File: src/rtl/alu_seq_if.sv
// alu_seq_if: operand/result handshake bundle between a source/consumer (master) and alu_seq (slave)
interface alu_seq_if #(parameter int WIDTH = 8);
    logic in_valid, in_ready, acc_sel, out_valid, out_ready, carry, zero, busy;
    logic [3:0] op;
    logic [WIDTH-1:0] a, b, result;
    modport master (
        output in_valid, op, a, b, acc_sel, out_ready,
        input in_ready, out_valid, result, carry, zero, busy
    );
    modport slave (
        input in_valid, op, a, b, acc_sel, out_ready,
        output in_ready, out_valid, result, carry, zero, busy
    );
endinterface

File: src/rtl/alu_seq.sv
// alu_seq: registered handshake ALU with accumulator and flags; define ALU_MUL_EN for the shift-add multiply on op 8
module alu_seq #(parameter int WIDTH = 8) (
    input logic clk,
    input logic rst_n,
    alu_seq_if.slave bus
);
    localparam int CW = $clog2(WIDTH);
    logic [WIDTH-1:0] acc, opa, res, fin_res;
    logic [WIDTH:0] add_w, sub_ab, sub_ba;
    logic c, fin_c, take, drain, ld;
    assign opa = bus.acc_sel ? acc : bus.a;
    assign add_w = {1'b0, opa} + {1'b0, bus.b};
    // top bit of a zero-extended difference is the borrow
    assign sub_ab = {1'b0, opa} - {1'b0, bus.b};
    assign sub_ba = {1'b0, bus.b} - {1'b0, opa};
    assign take = bus.in_valid && bus.in_ready;
    assign drain = bus.out_valid && bus.out_ready;
    always_comb begin
        res = '0;
        c = 1'b0;
        case (bus.op)
            4'd1: {c, res} = sub_ba;
            4'd2: {c, res} = sub_ab;
            4'd3: {c, res} = add_w;
            4'd4: res = opa ^ bus.b;
            4'd5: res = opa | bus.b;
            4'd6: res = opa & bus.b;
            4'd7: res = '1;
            default: res = '0;
        endcase
    end
`ifdef ALU_MUL_EN
    typedef enum logic {IDLE, MUL} state_t;
    state_t state;
    logic [2*WIDTH-1:0] mcand, prod, prod_nxt;
    logic [WIDTH-1:0] mplier;
    logic [CW-1:0] cnt;
    logic is_mul, last;
    assign is_mul = bus.op == 4'd8;
    assign last = cnt == CW'(WIDTH - 1);
    assign prod_nxt = prod + (mplier[0] ? mcand : '0);
    assign bus.busy = state == MUL;
    assign bus.in_ready = state == IDLE && (!bus.out_valid || bus.out_ready);
    assign ld = (take && !is_mul) || (state == MUL && last);
    assign fin_res = state == MUL ? prod_nxt[WIDTH-1:0] : res;
    assign fin_c = state == MUL ? |prod_nxt[2*WIDTH-1:WIDTH] : c;
`else
    assign bus.busy = 1'b0;
    assign bus.in_ready = !bus.out_valid || bus.out_ready;
    assign ld = take;
    assign fin_res = res;
    assign fin_c = c;
`endif
    always_ff @(posedge clk) begin
        if (!rst_n) begin
            bus.result <= '0;
            bus.carry <= 1'b0;
            bus.zero <= 1'b1;
            bus.out_valid <= 1'b0;
            acc <= '0;
`ifdef ALU_MUL_EN
            state <= IDLE;
            mcand <= '0;
            mplier <= '0;
            prod <= '0;
            cnt <= '0;
`endif
        end else begin
            if (drain)
                bus.out_valid <= 1'b0;
            if (ld) begin
                bus.result <= fin_res;
                bus.carry <= fin_c;
                bus.zero <= fin_res == '0;
                bus.out_valid <= 1'b1;
                acc <= fin_res;
            end
`ifdef ALU_MUL_EN
            if (take && is_mul) begin
                mcand <= {{WIDTH{1'b0}}, opa};
                mplier <= bus.b;
                prod <= '0;
                cnt <= '0;
                state <= MUL;
            end else if (state == MUL) begin
                prod <= prod_nxt;
                mcand <= mcand << 1;
                mplier <= mplier >> 1;
                cnt <= cnt + 1'b1;
                if (last)
                    state <= IDLE;
            end
`endif
        end
    end
endmodule

File: src/flat_wrapper.sv
// flat-port wrapper written by rule: the top's interface ports become plain ports
module alu_seq_flat 
#(parameter int WIDTH = 8)
  (clk, rst_n, bus_in_valid, bus_op, bus_a, bus_b, bus_acc_sel, bus_out_ready, bus_in_ready, bus_out_valid, bus_result, bus_carry, bus_zero, bus_busy);
  alu_seq_if #(.WIDTH(WIDTH)) bus_i ();
  input logic clk;
  input logic rst_n;
  input wire logic [$bits(bus_i.in_valid)-1:0] bus_in_valid;
  input wire logic [$bits(bus_i.op)-1:0] bus_op;
  input wire logic [$bits(bus_i.a)-1:0] bus_a;
  input wire logic [$bits(bus_i.b)-1:0] bus_b;
  input wire logic [$bits(bus_i.acc_sel)-1:0] bus_acc_sel;
  input wire logic [$bits(bus_i.out_ready)-1:0] bus_out_ready;
  output wire logic [$bits(bus_i.in_ready)-1:0] bus_in_ready;
  output wire logic [$bits(bus_i.out_valid)-1:0] bus_out_valid;
  output wire logic [$bits(bus_i.result)-1:0] bus_result;
  output wire logic [$bits(bus_i.carry)-1:0] bus_carry;
  output wire logic [$bits(bus_i.zero)-1:0] bus_zero;
  output wire logic [$bits(bus_i.busy)-1:0] bus_busy;
  assign bus_i.in_valid = bus_in_valid;
  assign bus_i.op = bus_op;
  assign bus_i.a = bus_a;
  assign bus_i.b = bus_b;
  assign bus_i.acc_sel = bus_acc_sel;
  assign bus_i.out_ready = bus_out_ready;
  assign bus_in_ready = bus_i.in_ready;
  assign bus_out_valid = bus_i.out_valid;
  assign bus_result = bus_i.result;
  assign bus_carry = bus_i.carry;
  assign bus_zero = bus_i.zero;
  assign bus_busy = bus_i.busy;
  alu_seq #(.WIDTH(WIDTH)) u_core (.clk(clk), .rst_n(rst_n), .bus(bus_i));
endmodule
File: config.mk
export PLATFORM = sky130hd
export DESIGN_NAME = alu_seq_flat
export DESIGN_NICKNAME = d
export VERILOG_FILES = /design/src/rtl/alu_seq_if.sv /design/src/rtl/alu_seq.sv /design/src/flat_wrapper.sv
export SDC_FILE = /design/constraint.sdc
export NUM_CORES = 1
export LEC_CHECK = 0
export BUFFER_PORTS_ARGS = -buffer_cell sky130_fd_sc_hd__buf_4
export CAP_MARGIN = 20
export CORE_UTILIZATION = 52
export CTS_BUF_LIST = sky130_fd_sc_hd__clkbuf_4 sky130_fd_sc_hd__clkbuf_8 sky130_fd_sc_hd__clkbuf_16
export CTS_CLUSTER_DIAMETER = 150
export CTS_CLUSTER_SIZE = 30
export DETAILED_ROUTE_END_ITERATION = 8
export PLACE_DENSITY = 0.75
export SLEW_MARGIN = 40
export SYNTH_ARGS = -nofsm -noshare
export SYNTH_HDL_FRONTEND = slang
export SYNTH_SLANG_ARGS = --single-unit
File: constraint.sdc
create_clock -name clk -period 4 [get_ports clk]
set_input_delay 0.2 -clock clk [delete_from_list [all_inputs] [get_ports clk]]
set_output_delay 0.2 -clock clk [all_outputs]
set_load 0.02 [all_outputs]
### Word level (Yosys, flattened, before mapping)

Index checks and enable logic that the tools add are counted.

| cells by class | value |
|---|---|
| shift-type cells | 0 |
| reductions and logical operators | 6 |
| div/mod/pow operators | 0 |
| equal/unequal tests | 7 |
| bitwise gates (word level) | 3 |
| add/sub/neg operators | 3 |
| multipliers | 0 |
| muxes and demuxes | 5 |
| order comparisons | 0 |

Operators with widths:

| cell | count |
|---|---|
| 8-bit case mux with 7 select lines | 1 |
| 8-bit by 8-bit subtractor with 9-bit output | 2 |
| 4-bit by 3-bit == test with 1-bit output, second input constant | 4 |
| 8-bit by 8-bit adder with 9-bit output | 1 |
| 8-bit bitwise AND | 1 |
| 4-bit by 2-bit == test with 1-bit output, second input constant | 2 |
| 8-bit zero test | 1 |
| 8-bit two-way mux | 1 |
| 8-bit bitwise OR | 1 |
| 8-bit bitwise XOR | 1 |
| 4-bit by 1-bit == test with 1-bit output, second input constant | 1 |
| 1-bit case mux with 3 select lines | 1 |
| 1-bit logical AND | 2 |
| 1-bit two-way mux | 2 |
| 2-bit nonzero test | 1 |
| 1-bit zero test | 1 |
| 1-bit logical OR | 1 |

| word-level totals | value |
|---|---|
| memory bits (read-only) | 0 |
| output and inout port bits | 13 |
| input bits | 25 |
| bits in writable memories | 0 |
| bits in registers | 11 |
| memories | 0 |
| bits in latches | 0 |

### Depth between registers and ports, before layout

Gate-level depths: netlist of run 1.

| depth | value |
|---|---|
| depth after elaboration | 4 |
| depth in mapped cells | 13 |
| gate-level depth less buffers | 12 |

### Worst setup path after synthesis of run 1

OpenSTA, ideal clock, no wires.

| timing path | value |
|---|---|
| path type | input port to flip-flop |
| start | input port bus_acc_sel |
| end | register u_core.acc[6] |
| path buffers | 1 |
| library setup time | 137 ps |
| slack | 1090 ps |
| stages | 10 |
| arrival time | 2773 ps |
| cells stage by stage | clkbuf_1 mux2i_1 inv_1 fa_1 nand2b_2 a21oi_1 a221o_1 a221o_1 a21oi_1 a211oi_1 |

| on the way | value |
|---|---|
| cells in the longest elaborated chain, start to end | 3 |

RTL lines:

| what | line | source |
|---|---|---|
| from (decl) | flat_wrapper.sv:12 | `input wire logic [$bits(bus_i.acc_sel)-1:0] bus_acc_sel;` |
| 8-bit two-way mux (*) | alu_seq.sv:11 | `assign opa = bus.acc_sel ? acc : bus.a;` |
| 8-bit by 8-bit adder with 9-bit output, or another cell as far along | alu_seq.sv:12 | `assign add_w = {1'b0, opa} + {1'b0, bus.b};` |
| 8-bit case mux with 7 select lines (*) | alu_seq.sv:21 | `case (bus.op)` |
| to (signal assigned) | alu_seq.sv:76 | `acc <= fin_res;` |
| to (decl) | alu_seq.sv:8 | `logic [WIDTH-1:0] acc, opa, res, fin_res;` |

Mark *: on every way between the ends. The rest lies on a longest branch, timed or not.
A chain may end at the register's enable or synchronous reset.

### Worst setup path after layout of run 1

| timing path | value |
|---|---|
| start | register u_core.acc[1] |
| end | register u_core.acc[6] |

| on the way | value |
|---|---|
| cells in the longest elaborated chain, start to end | 3 |

RTL lines:

| what | line |
|---|---|
| 8-bit two-way mux (*) | alu_seq.sv:11 |
| 8-bit by 8-bit adder with 9-bit output, or another cell as far along | alu_seq.sv:12 |
| 8-bit case mux with 7 select lines (*) | alu_seq.sv:21 |

Marked as above.

==> summary.md, run 1 <==
| Metric | Value |
|---|---|
| Final ANT Viol Nets | 0 |
| Num rows | 22 |
| Pins Over Slew Limit | 0 |
| Die Ht | 65.4 µm |
| Core area | between 3000 and 4000 µm² |
| CTS buffer count | 3 |
| Clk buf depth | 2 |
| Hold Crit Class | input port to flop |
| Dpl hpwl | 4.42 mm |
| # resized after CTS | 0 |
| DR vias | 2001 |
| Min-delay src | bus_in_valid |
| Outcome | completed |
| Final setup fails | 0 |
| CTS hold repair buffers | 0 |
| Routed length per instance | 16.1 µm |
| Boundary pin count | 38 |
| Relative slew slack | 0.497 |
| LEAKAGE | 1.19 nW |
| Post-synth EDFFs | 0 |
| Port bufs | 36 |
| Die Footprint | 4270 µm² |
| Crit-path max FO | 6 |
| Crit end category | flop |
| Clock skew | between 0.001 and 0.0015 ns |
| Clk slew on worst S/H paths | 0.05 ns |
| CP startpoint kind | flop |
| Total routed wirelength | ~5.4 mm |
| Synthesized area | 2090 µm² |
| Final Wtd Congestion | 0.927 |
| Buffer count from post-CTS setup fixing | 0 |
| Ys async rst share | 0 |
| Worst EP required | between 4 and 5 ns |
| Fmax | approximately 0.34 GHz |
| Area growth, synth to finish | 14.5% |
| Largest net degree at the start of global routing | 17 |
| Critical path arrival | roughly 3.0 ns |
| Starting DRT DRC Count | 111 |
| Post-synth top flop | dfxtp_1 |
| Dpl cell area | 2340 µm² |
| Worst Setup SP | u_core.acc[1]$_SDFFE_PN0P_ |
| Register area | 220 µm² |
| Post-layout util | 0.638 |
| Vias per cell | 5.92 |
| Period utilisation layout | 0.737 |
| Design area | 2390 µm² |
| Seq cells post-synth | 11 |
| Root buffer cell | clkbuf_8 |
| Launch point of the worst reg-to-reg path | u_core.acc[1]$_SDFFE_PN0P_ |
| Drt pass-1 iters | 4 |
| Initial antenna violation count | 0 |
| Hold WS | between 0.2 and 0.25 ns |
| Die X | approximately 65 µm |
| DRC | 0 |
| H-tree levels | 1 |
| Cells after Synth | roughly 260 |
| Layout cells sized above 1 | 0.172 |
| Hold Violations, Final | 0 |
| GR Util All Layers | 0.276 |
| First-pass GRT wire length | 9.16 mm |
| Diode count | 0 |
| Post-synthesis sequential area ratio | 0.106 |
| Synth unique cells | 57 |
| FILL cells | approximately 350 |
| Worst-margin pin slew | 0.734 ns |
| Vias in the first global route | 1994 |
| Syn Area/Cell | 8.00 µm² |
| WS Path Type | flop to flop |
| Global route overflow | 0 |
| Area taken by multi-input logic gates | 1660 µm² |
| P per Cell Area | about 240 nW/µm² |
| Final-stage net count | approximately 360 |
| Crit path time final | 2.95 ns |
| Syn. warnings | 0 |
| TritonCTS Sinks | 11 |
| Worst-Skew Late Latency | 0.23 ns |
| Max IR drop VDD | 0.0872 mV |
| Syn_nets | 326 |
| RSZ-0062 raised after global routing | no |
| Starting Density | 0.557 |
| Max-Cap Viols | 0 |
| Setup_tns | 0 ns |
| TritonCTS clock tree | done |
[final timing paths]
path,end,slack (ns),cells after the start
worst max-delay path,u_core.acc[6]$_SDFFE_PN0P_,1.05,9
worst min-delay path,u_core.bus.out_valid$_SDFFE_PN0P_,0.22,3
worst max register to register,u_core.acc[6]$_SDFFE_PN0P_,1.05,9
worst min register to register,u_core.acc[0]$_SDFFE_PN0P_,0.50,2
[sequential cells by signal (all words and copies together) (netlist names)]
register	count
u_core.bus.out_valid	1
u_core.bus.zero	1
u_core.bus.carry	1
u_core.acc	8
[cells by family (layout without fill, tap and decap cells)]
group                    after synthesis  after routing  synth area share
multiplexers                          15             15            0.0719
AND/OR/NAND/NOR                       63             63             0.158
AO/OA/AOI/OAI                         75             75             0.260
XOR/XNOR                              13             13            0.0546
flip-flops                            11             11             0.106
buffers and inverters                 43             72            0.0977
adder cells (fa/ha/maj)               40             40             0.251
other                                  1              1           0.00180
[critical path, stage by stage, from the launching register on]
cell and delay, ns:
dfxtp_1 0.32, mux2i_1 0.59, inv_1 0.22, fa_1 0.50, nand2b_2 0.09, a21oi_1 0.10, a221o_1 0.35, a221o_1 0.35
a21oi_1 0.17, a211oi_1 0.10
[per-layer routing]
layer,GRT usage,share of wire
met1,0.349,0.45
met2,0.478,0.46
met3,0.0313,0.070
met4,0.101,0.017
met5,0,0
[placed cells by master, fill, tap and decap left out, drive strengths merged, types with 4 or more instances in the layout]
master  instances
ha             37
buf            36
inv            32
a21oi          20
nor2           20
mux2i          15
nand2          14
a211oi         12
dfxtp          11
o21ai           9
xnor2           8
nor2b           6
nand3           5
xor2            5
a221oi          5
nand2b          4
clkbuf          4
nor3            4
[report_power, final]
part           total [mW]  internal (mW)  switching, mW
sequential          0.125          0.119        0.00639
combinational       0.335          0.141          0.194
clock               0.118         0.0767         0.0410
[per-stage QoR]
step | setup slack, ns | power, mW | std cells
2_1_floorplan | 1.09 | 0.375 | 261
3_3_place_gp | 1.11 | 0.450 | 334
3_5_place_dp | 0.962 | 0.456 | 334
4_1_cts | 1.08 | 0.574 | 338
5_1_grt | 0.847 | 0.619 | 338
6_report | 1.05 | 0.578 | 338
[synthesized netlist by cell type (2+ instances only)]
| master | count | area share |
|---|---|---|
| a211oi_1 | 11 | 0.040 |
| a21oi_1 | 19 | 0.046 |
| a221o_1 | 3 | 0.014 |
| a221oi_1 | 5 | 0.021 |
| a22o_1 | 2 | 0.0084 |
| and2_1 | 2 | 0.0060 |
| and3_1 | 2 | 0.0060 |
| buf_4 | 3 | 0.011 |
| buf_6 | 3 | 0.016 |
| clkbuf_1 | 4 | 0.0072 |
| dfxtp_1 | 11 | 0.11 |
| fa_1 | 3 | 0.029 |
| ha_1 | 37 | 0.22 |
| inv_1 | 30 | 0.054 |
| mux2i_1 | 15 | 0.072 |
| nand2_1 | 14 | 0.025 |
| nand2b_1 | 3 | 0.0090 |
| nand3_1 | 5 | 0.012 |
| nor2_1 | 19 | 0.034 |
| nor2b_1 | 6 | 0.018 |
| nor3_1 | 2 | 0.0048 |
| o211a_1 | 2 | 0.0096 |
| o211ai_1 | 2 | 0.0072 |
| o21ai_0 | 9 | 0.022 |
| o21bai_1 | 2 | 0.0072 |
| o221ai_1 | 2 | 0.0084 |
| o22ai_1 | 3 | 0.0090 |
| o311a_1 | 2 | 0.0096 |
| xnor2_1 | 8 | 0.034 |
| xor2_1 | 5 | 0.021 |
[layout make-up]
class | instances | area share
inverters | 32 | 0.0534
multi-input cells | 207 | 0.696
flip-flops and latches | 11 | 0.0921
repair buffers | 36 | 0.113
well taps | 48 | 0.0251
clock buffers | 4 | 0.0204
Note: power is estimated with default switching activity, not from simulation.
==> run 2, diff against run 1 <==
- ABC_AREA: default -> 1
- PLACE_DENSITY: 0.75 -> 0.78
- clock period: 4 -> 2.36 ns (I/O delays scaled with it)
==> summary.md, run 2 <==
| Metric | Value |
|---|---|
| Post-Synth Adder-Cell Area | 0.233 |
| Die Footprint | 4590 µm² |
| Period utilisation layout | 0.917 |
| Starting Density | 0.550 |
| WS Path Type | flop to flop |
| Clk buf depth | 2 |
| Vias per cell | 5.27 |
| Port bufs | 36 |
| Post-synth top flop | dfxtp_1 |
| Core area | ~4100 µm² |
| Clk slew on worst S/H paths | 0.05 ns |
| Top cell type by total area after synthesis | ha_1 |
| Final-stage net count | 496 |
| Clock skew | 0.00490 ns |
| H-tree levels | 1 |
| Synthesized area | 2250 µm² |
| Total routed wirelength | 6.22 mm |
| Top-area cell type share of the netlist area | 0.206 |
| Main combinational cell family by area after synthesis | simple AND/OR/NAND/NOR gates |
| Final Wtd Congestion | 0.940 |
| P per Cell Area | 382 nW/µm² |
| Hold Violations, Final | 0 |
| FILL cells | 410 |
| Xor-xnor portion of the synthesized cell area | 0 |
| Simple-Gate Fraction of Synth Area | 0.400 |
| TritonCTS clock tree | done |
| Ys async rst share | 0 |
| Boundary pin count | 38 |
| Dpl hpwl | 5.12 mm |
| Crit-path max FO | 3 |
| Syn. warnings | 0 |
| Layout cells sized above 1 | 0.193 |
| Max FFs per register | 8 |
| Top post-synthesis cells by area | ha_1, nand2_1, inv_1 |
| Final ANT Viol Nets | 0 |
| CTS buffer count | 3 |
| Post-synth EDFFs | 0 |
| DR vias | 2530 |
| Commonest non-fill, non-tap cells in the layout | nand2_1, inv_1, nand3_1, buf_4, ha_1 |
| Largest Register | u_core.acc |
| CP Buf/Inv Count | 3 |
| Outcome | completed |
| TritonCTS Sinks | 11 |
| Diode count | 0 |
| Post-synthesis sequential area ratio | 0.0981 |
| GR Util All Layers | 0.284 |
| Die Ht | 67.7 µm |
| Most common cell after layout, fill and taps aside | nand2_1 |
| CTS hold repair buffers | 0 |
| Hold path cells | 4 |
| Fmax | 0.462 GHz |
| Num rows | 23 |
| CP startpoint kind | flop |
| Hold WS | 0.194 ns |
| Cells after Synth | 391 |
| Pins Over Slew Limit | 0 |
| Worst EP required | 2.54 ns |
| Starting DRT DRC Count | 204 |
| Place WS | -0.0580 ns |
| Hold Crit Class | input port to flop |
| RSZ-0062 raised after global routing | no |
| Cell mode on critical path | nand2_1 |
| Largest net degree at the start of global routing | 17 |
| Routed length per instance | 13.0 µm |
| Final setup fails | 0 |
| Area growth, synth to finish | 20.7% |
| Max-Cap Viols | 0 |
| R2R cell count | 16 |
| Critical path arrival | around 2.4 ns |
| Post-synthesis mux area share | 0 |
| Die X | 67.7 µm |
| Syn_nets | roughly 460 |
| Initial antenna violation count | 0 |
| Pwr Total | roughly 1.0 mW |
| Worst-Skew Late Latency | roughly 0.24 ns |
| Critical path, cell by cell | inv_1 > nand2_1 > o21ai_2 > inv_2 > ha_1 > inv_2 > fa_2 > nand2_1 > nand3_1 > nor2_2 > nand2_1 > nor2_2 > nand3_1 > nor2_1 > nand2_1 > nand2_1 |
| LEAKAGE | 1.51 nW |
| DRC | 0 |
| Crit path depth | 16 |
| Global route overflow | 0 |
| Non-filler cells, final | 480 |
| Area taken by multi-input logic gates | 1790 µm² |
| Drt pass-1 iters | 5 |
| Most numerous cell in the Yosys netlist | nand2_1 |
| Post-placement cell count | 476 |
| Buffer count from post-CTS setup fixing | 0 |
| Register area | around 220 µm² |
| Largest delay share family, worst path | simple AND/OR/NAND/NOR gates |
| Vias in the first global route | 2198 |
| Max IR drop VDD | 0.248 mV |
| Syn Area/Cell | about 5.7 µm² |
| Root buffer cell | clkbuf_8 |
| First-pass GRT wire length | 9.87 mm |
| Crit path time final | roughly 2.2 ns |
| Top post-synthesis cells by count | nand2_1, inv_1, nand3_1 |
| Compound-gate portion of the synthesized area | 0.124 |
| Max stage delay on crit path | 0.43 ns |
| Worst setup margin | 0.197 ns |
| Synth unique cells | 31 |
| Slowest stage cell, crit path | fa_2 |
| Crit end category | flop |
| Seq cells post-synth | 11 |
==> run 2: cell type report <==
cell class / count / area share
clock buffers: 4 / 0.0180
inverters: 73 / 0.101
multi-input cells: 300 / 0.659
flip-flops and latches: 11 / 0.0822
well taps: 50 / 0.0231
repair buffers: 42 / 0.116
==> run 2: power breakdown <==
part	switching [mW]	internal, mW	leakage (nW)	total, mW
registers	0.0105	0.202	0.0917	0.212
clock network	0.0742	0.130	0.0262	0.205
logic	0.386	0.233	1.39	0.619
total	0.471	0.565	1.51	1.04
==> run 2: worst paths after layout <==
path                                      start                                 to  slack (ns)
setup / recovery     u_core.acc[0]$_SDFFE_PN0P_       u_core.bus.zero$_SDFFE_PN1P_        0.20
hold / removal                    bus_out_ready  u_core.bus.out_valid$_SDFFE_PN0P_        0.19
setup reg to reg     u_core.acc[0]$_SDFFE_PN0P_       u_core.bus.zero$_SDFFE_PN1P_        0.20
hold reg to reg   u_core.bus.carry$_SDFFE_PN0P_      u_core.bus.carry$_SDFFE_PN0P_        0.46
==> run 2: cell families (layout without fill, tap and decap cells) <==
logic type,Yosys count,count (layout)
AOI/OAI and AO/OA,51,51
adders and majority gates,40,40
buffers and inverters,80,119
DFF,11,11
other,1,1
and+or+nand+nor,208,208
==> run 2: what timing repair did <==
action | CTS | global route
gates resized for setup | 3 | 28
pin swaps | 0 | 2
setup endpoints to repair | 1 | 5
==> run 2: through the flow <==
stage | utilization | area [µm²] | setup TNS [ns]
floorplan | - | 2250 | 0
global placement | 0.630 | 2580 | 0
detailed placement | 0.630 | 2580 | -0.0580
CTS | 0.643 | 2630 | 0
global route | 0.663 | 2710 | 0
finish | 0.663 | 2710 | 0
==> run 2: worst min-delay path, stage by stage <==
cell	delay [ns]
buf_4	0.08
inv_1	0.03
nand2_1	0.08
a21oi_1	0.07
==> run 2: layer usage <==
metal / track usage / share of wire / wire [µm] / vias to the layer above
li1: - / - / - / 1309
met2: 0.511 / 0.50 / 3120 / 72
met1: 0.367 / 0.44 / 2750 / 1145
met5: 0 / 0 / 0 / -
met3: 0.0338 / 0.051 / 317 / 4
met4: 0.0319 / 0.0055 / 34 / 0
==> run 3, diff against run 2 <==
- PLACE_DENSITY: 0.78 -> 0.77
==> summary.md, run 3 (synthesized netlist as in run 2, its figures left out) <==
| Metric | Value |
|---|---|
| Setup_tns | 0 ns |
| Worst-Skew Late Latency | 0.24 ns |
| WS Path Type | flop to flop |
| Cell-internal power | approximately 570 µW |
| Launch point of the worst reg-to-reg path | u_core.acc[0]$_SDFFE_PN0P_ |
| Max stage delay on crit path | 0.43 ns |
| Final ANT Viol Nets | 0 |
| Routed length per instance | about 13 µm |
| Diode count | 0 |
| Hold Crit Class | input port to flop |
| Crit end category | flop |
| DRC | 0 |
| Port bufs | 36 |
| Cell mode on critical path | nand2_1 |
| Drt pass-1 iters | 8 |
| P per Cell Area | 385 nW/µm² |
| Crit-path max FO | 4 |
| Die Footprint | 4590 µm² |
| Period utilisation layout | 0.906 |
| Largest net degree at the start of global routing | 17 |
| GR Util All Layers | 0.286 |
| CTS buffer count | 3 |
| Max IR drop VDD | 0.340 mV |
| Fmax | around 0.47 GHz |
| Total routed wirelength | 6.32 mm |
| H-tree levels | 1 |
| Worst setup margin | 0.222 ns |
| LEAKAGE | roughly 1.5 nW |
| Final-stage net count | 497 |
| Max FFs per register | 8 |
| Clock power share | 0.199 |
| Boundary pin count | 38 |
| TritonCTS clock tree | done |
| First-pass GRT wire length | just under 10 mm |
| Gate power share | 0.599 |
| Core area | 4090 µm² |
| CP Buf/Inv Count | 3 |
| Crit path time final | between 2 and 2.5 ns |
| Place WS | 0.00293 ns |
| Area growth, synth to finish | 21.2% |
| TritonCTS Sinks | 11 |
| Largest delay share family, worst path | simple AND/OR/NAND/NOR gates |
| Commonest non-fill, non-tap cells in the layout | nand2_1, inv_1, nand3_1, buf_4, ha_1 |
| Final setup fails | 0 |
| Clk slew on worst S/H paths | 0.05 ns |
| Starting Density | 0.550 |
| Pins Over Slew Limit | 0 |
| Die Ht | 67.7 µm |
| Vias per cell | 5.36 |
| CTS hold repair buffers | 0 |
| Initial antenna violation count | 0 |
| Min-delay src | bus_out_ready |
| Num rows | 23 |
| Slowest stage cell, crit path | fa_2 |
| Critical path arrival | approximately 2.3 ns |
| Dpl hpwl | a little over 5 mm |
| Clk buf depth | 2 |
| Worst EP required | 2.55 ns |
| Max-Cap Viols | 0 |
| DR vias | between 2k and 3k |
| Most common cell after layout, fill and taps aside | nand2_1 |
| Largest Register | u_core.acc |
| RSZ-0062 raised after global routing | no |
| Sw Share | 0.458 |
| Clock skew | 0.000410 ns |
| Die X | 67.7 µm |
| Layout cells sized above 1 | 0.195 |
| Outcome | completed |
| Critical path, cell by cell | inv_1 > nand2_1 > o21ai_2 > inv_2 > ha_1 > inv_1 > fa_2 > nand2_1 > nand2_1 > nand2_1 > nand2_1 > nor2_2 > nand3_2 > nor2_2 > nand3_1 > nor2_1 > nand2_1 > nand2_1 |
| Global route overflow | 0 |
| Worst Setup SP | u_core.acc[0]$_SDFFE_PN0P_ |
| Final Wtd Congestion | 0.898 |
| CP startpoint kind | flop |
| Power share of the sequential group | 0.203 |
| Switching pwr | 480 µW |
| Hold Violations, Final | 0 |
| Vias in the first global route | 2186 |
| Starting DRT DRC Count | 147 |
| Root buffer cell | clkbuf_8 |
-- run 3: changes by cell type in the layout (fill, tap and decap cells not counted), sizes merged --
cell / previous run / this run
buf: 42 / 43
-- run 3: stage by stage --
stage          total power [mW]  cells   util  hold slack [ns]  cell area [µm²]
4_1_cts                    1.00    480  0.642            0.172             2630
3_3_place_gp              0.782    476  0.630            0.424             2580
5_1_grt                    1.14    481  0.666            0.202             2720
2_1_floorplan             0.621    391      -            0.346             2250
6_report                   1.05    481  0.666            0.171             2720
3_5_place_dp              0.794    476  0.630            0.426             2580
-- run 3: timing repair --
action	4_1_cts	5_1_grt
setup buffers	0	1
endpoints found under the setup margin	1	5
gates resized for setup	1	30
pin swaps	0	7
-- run 3: final cells by class --
class                      count  area [µm²]
fill                         408        1370
clock buffer                   4        48.8
multi-input combinational    300        1790
inverter                      73         274
sequential                    11         221
tap                           50        62.6
timing repair buffer          43         323
-- run 3: final timing paths --
check / to / slack [ns] / cells after the start
min: u_core.bus.out_valid$_SDFFE_PN0P_ / 0.17 / 4
max: u_core.bus.zero$_SDFFE_PN1P_ / 0.22 / 18
max reg2reg: u_core.bus.zero$_SDFFE_PN1P_ / 0.22 / 18
min reg2reg: u_core.bus.carry$_SDFFE_PN0P_ / 0.47 / 2
-- run 3: power groups by stage --
stage | logic (mW) | clock network [mW] | registers, mW
after CTS | 0.583 | 0.208 | 0.212
after global placement | 0.567 | 0 | 0.215
final | 0.627 | 0.208 | 0.212
after detailed placement | 0.579 | 0 | 0.215
after global routing | 0.702 | 0.220 | 0.215
after floorplan | 0.389 | 0 | 0.233
-- run 3: metal layers --
layer / wire (µm) / vias up / global-route usage
met3: 418 / 15 / 0.0541
met5: 0 / - / 0
met2: 3100 / 117 / 0.514
li1: - / 1307 / -
met4: 127 / 0 / 0.0851
met1: 2680 / 1141 / 0.339
-- run 3: worst register-to-register path: stages (launching register included) --
cell	delay (ns)
dfxtp_2	0.33
inv_1	0.04
nand2_1	0.06
o21ai_2	0.08
inv_2	0.09
ha_1	0.14
inv_1	0.08
fa_2	0.43
nand2_1	0.09
nand2_1	0.06
nand2_1	0.06
nand2_1	0.06
nor2_2	0.11
nand3_2	0.09
nor2_2	0.11
nand3_1	0.07
nor2_1	0.09
nand2_1	0.05
nand2_1	0.05
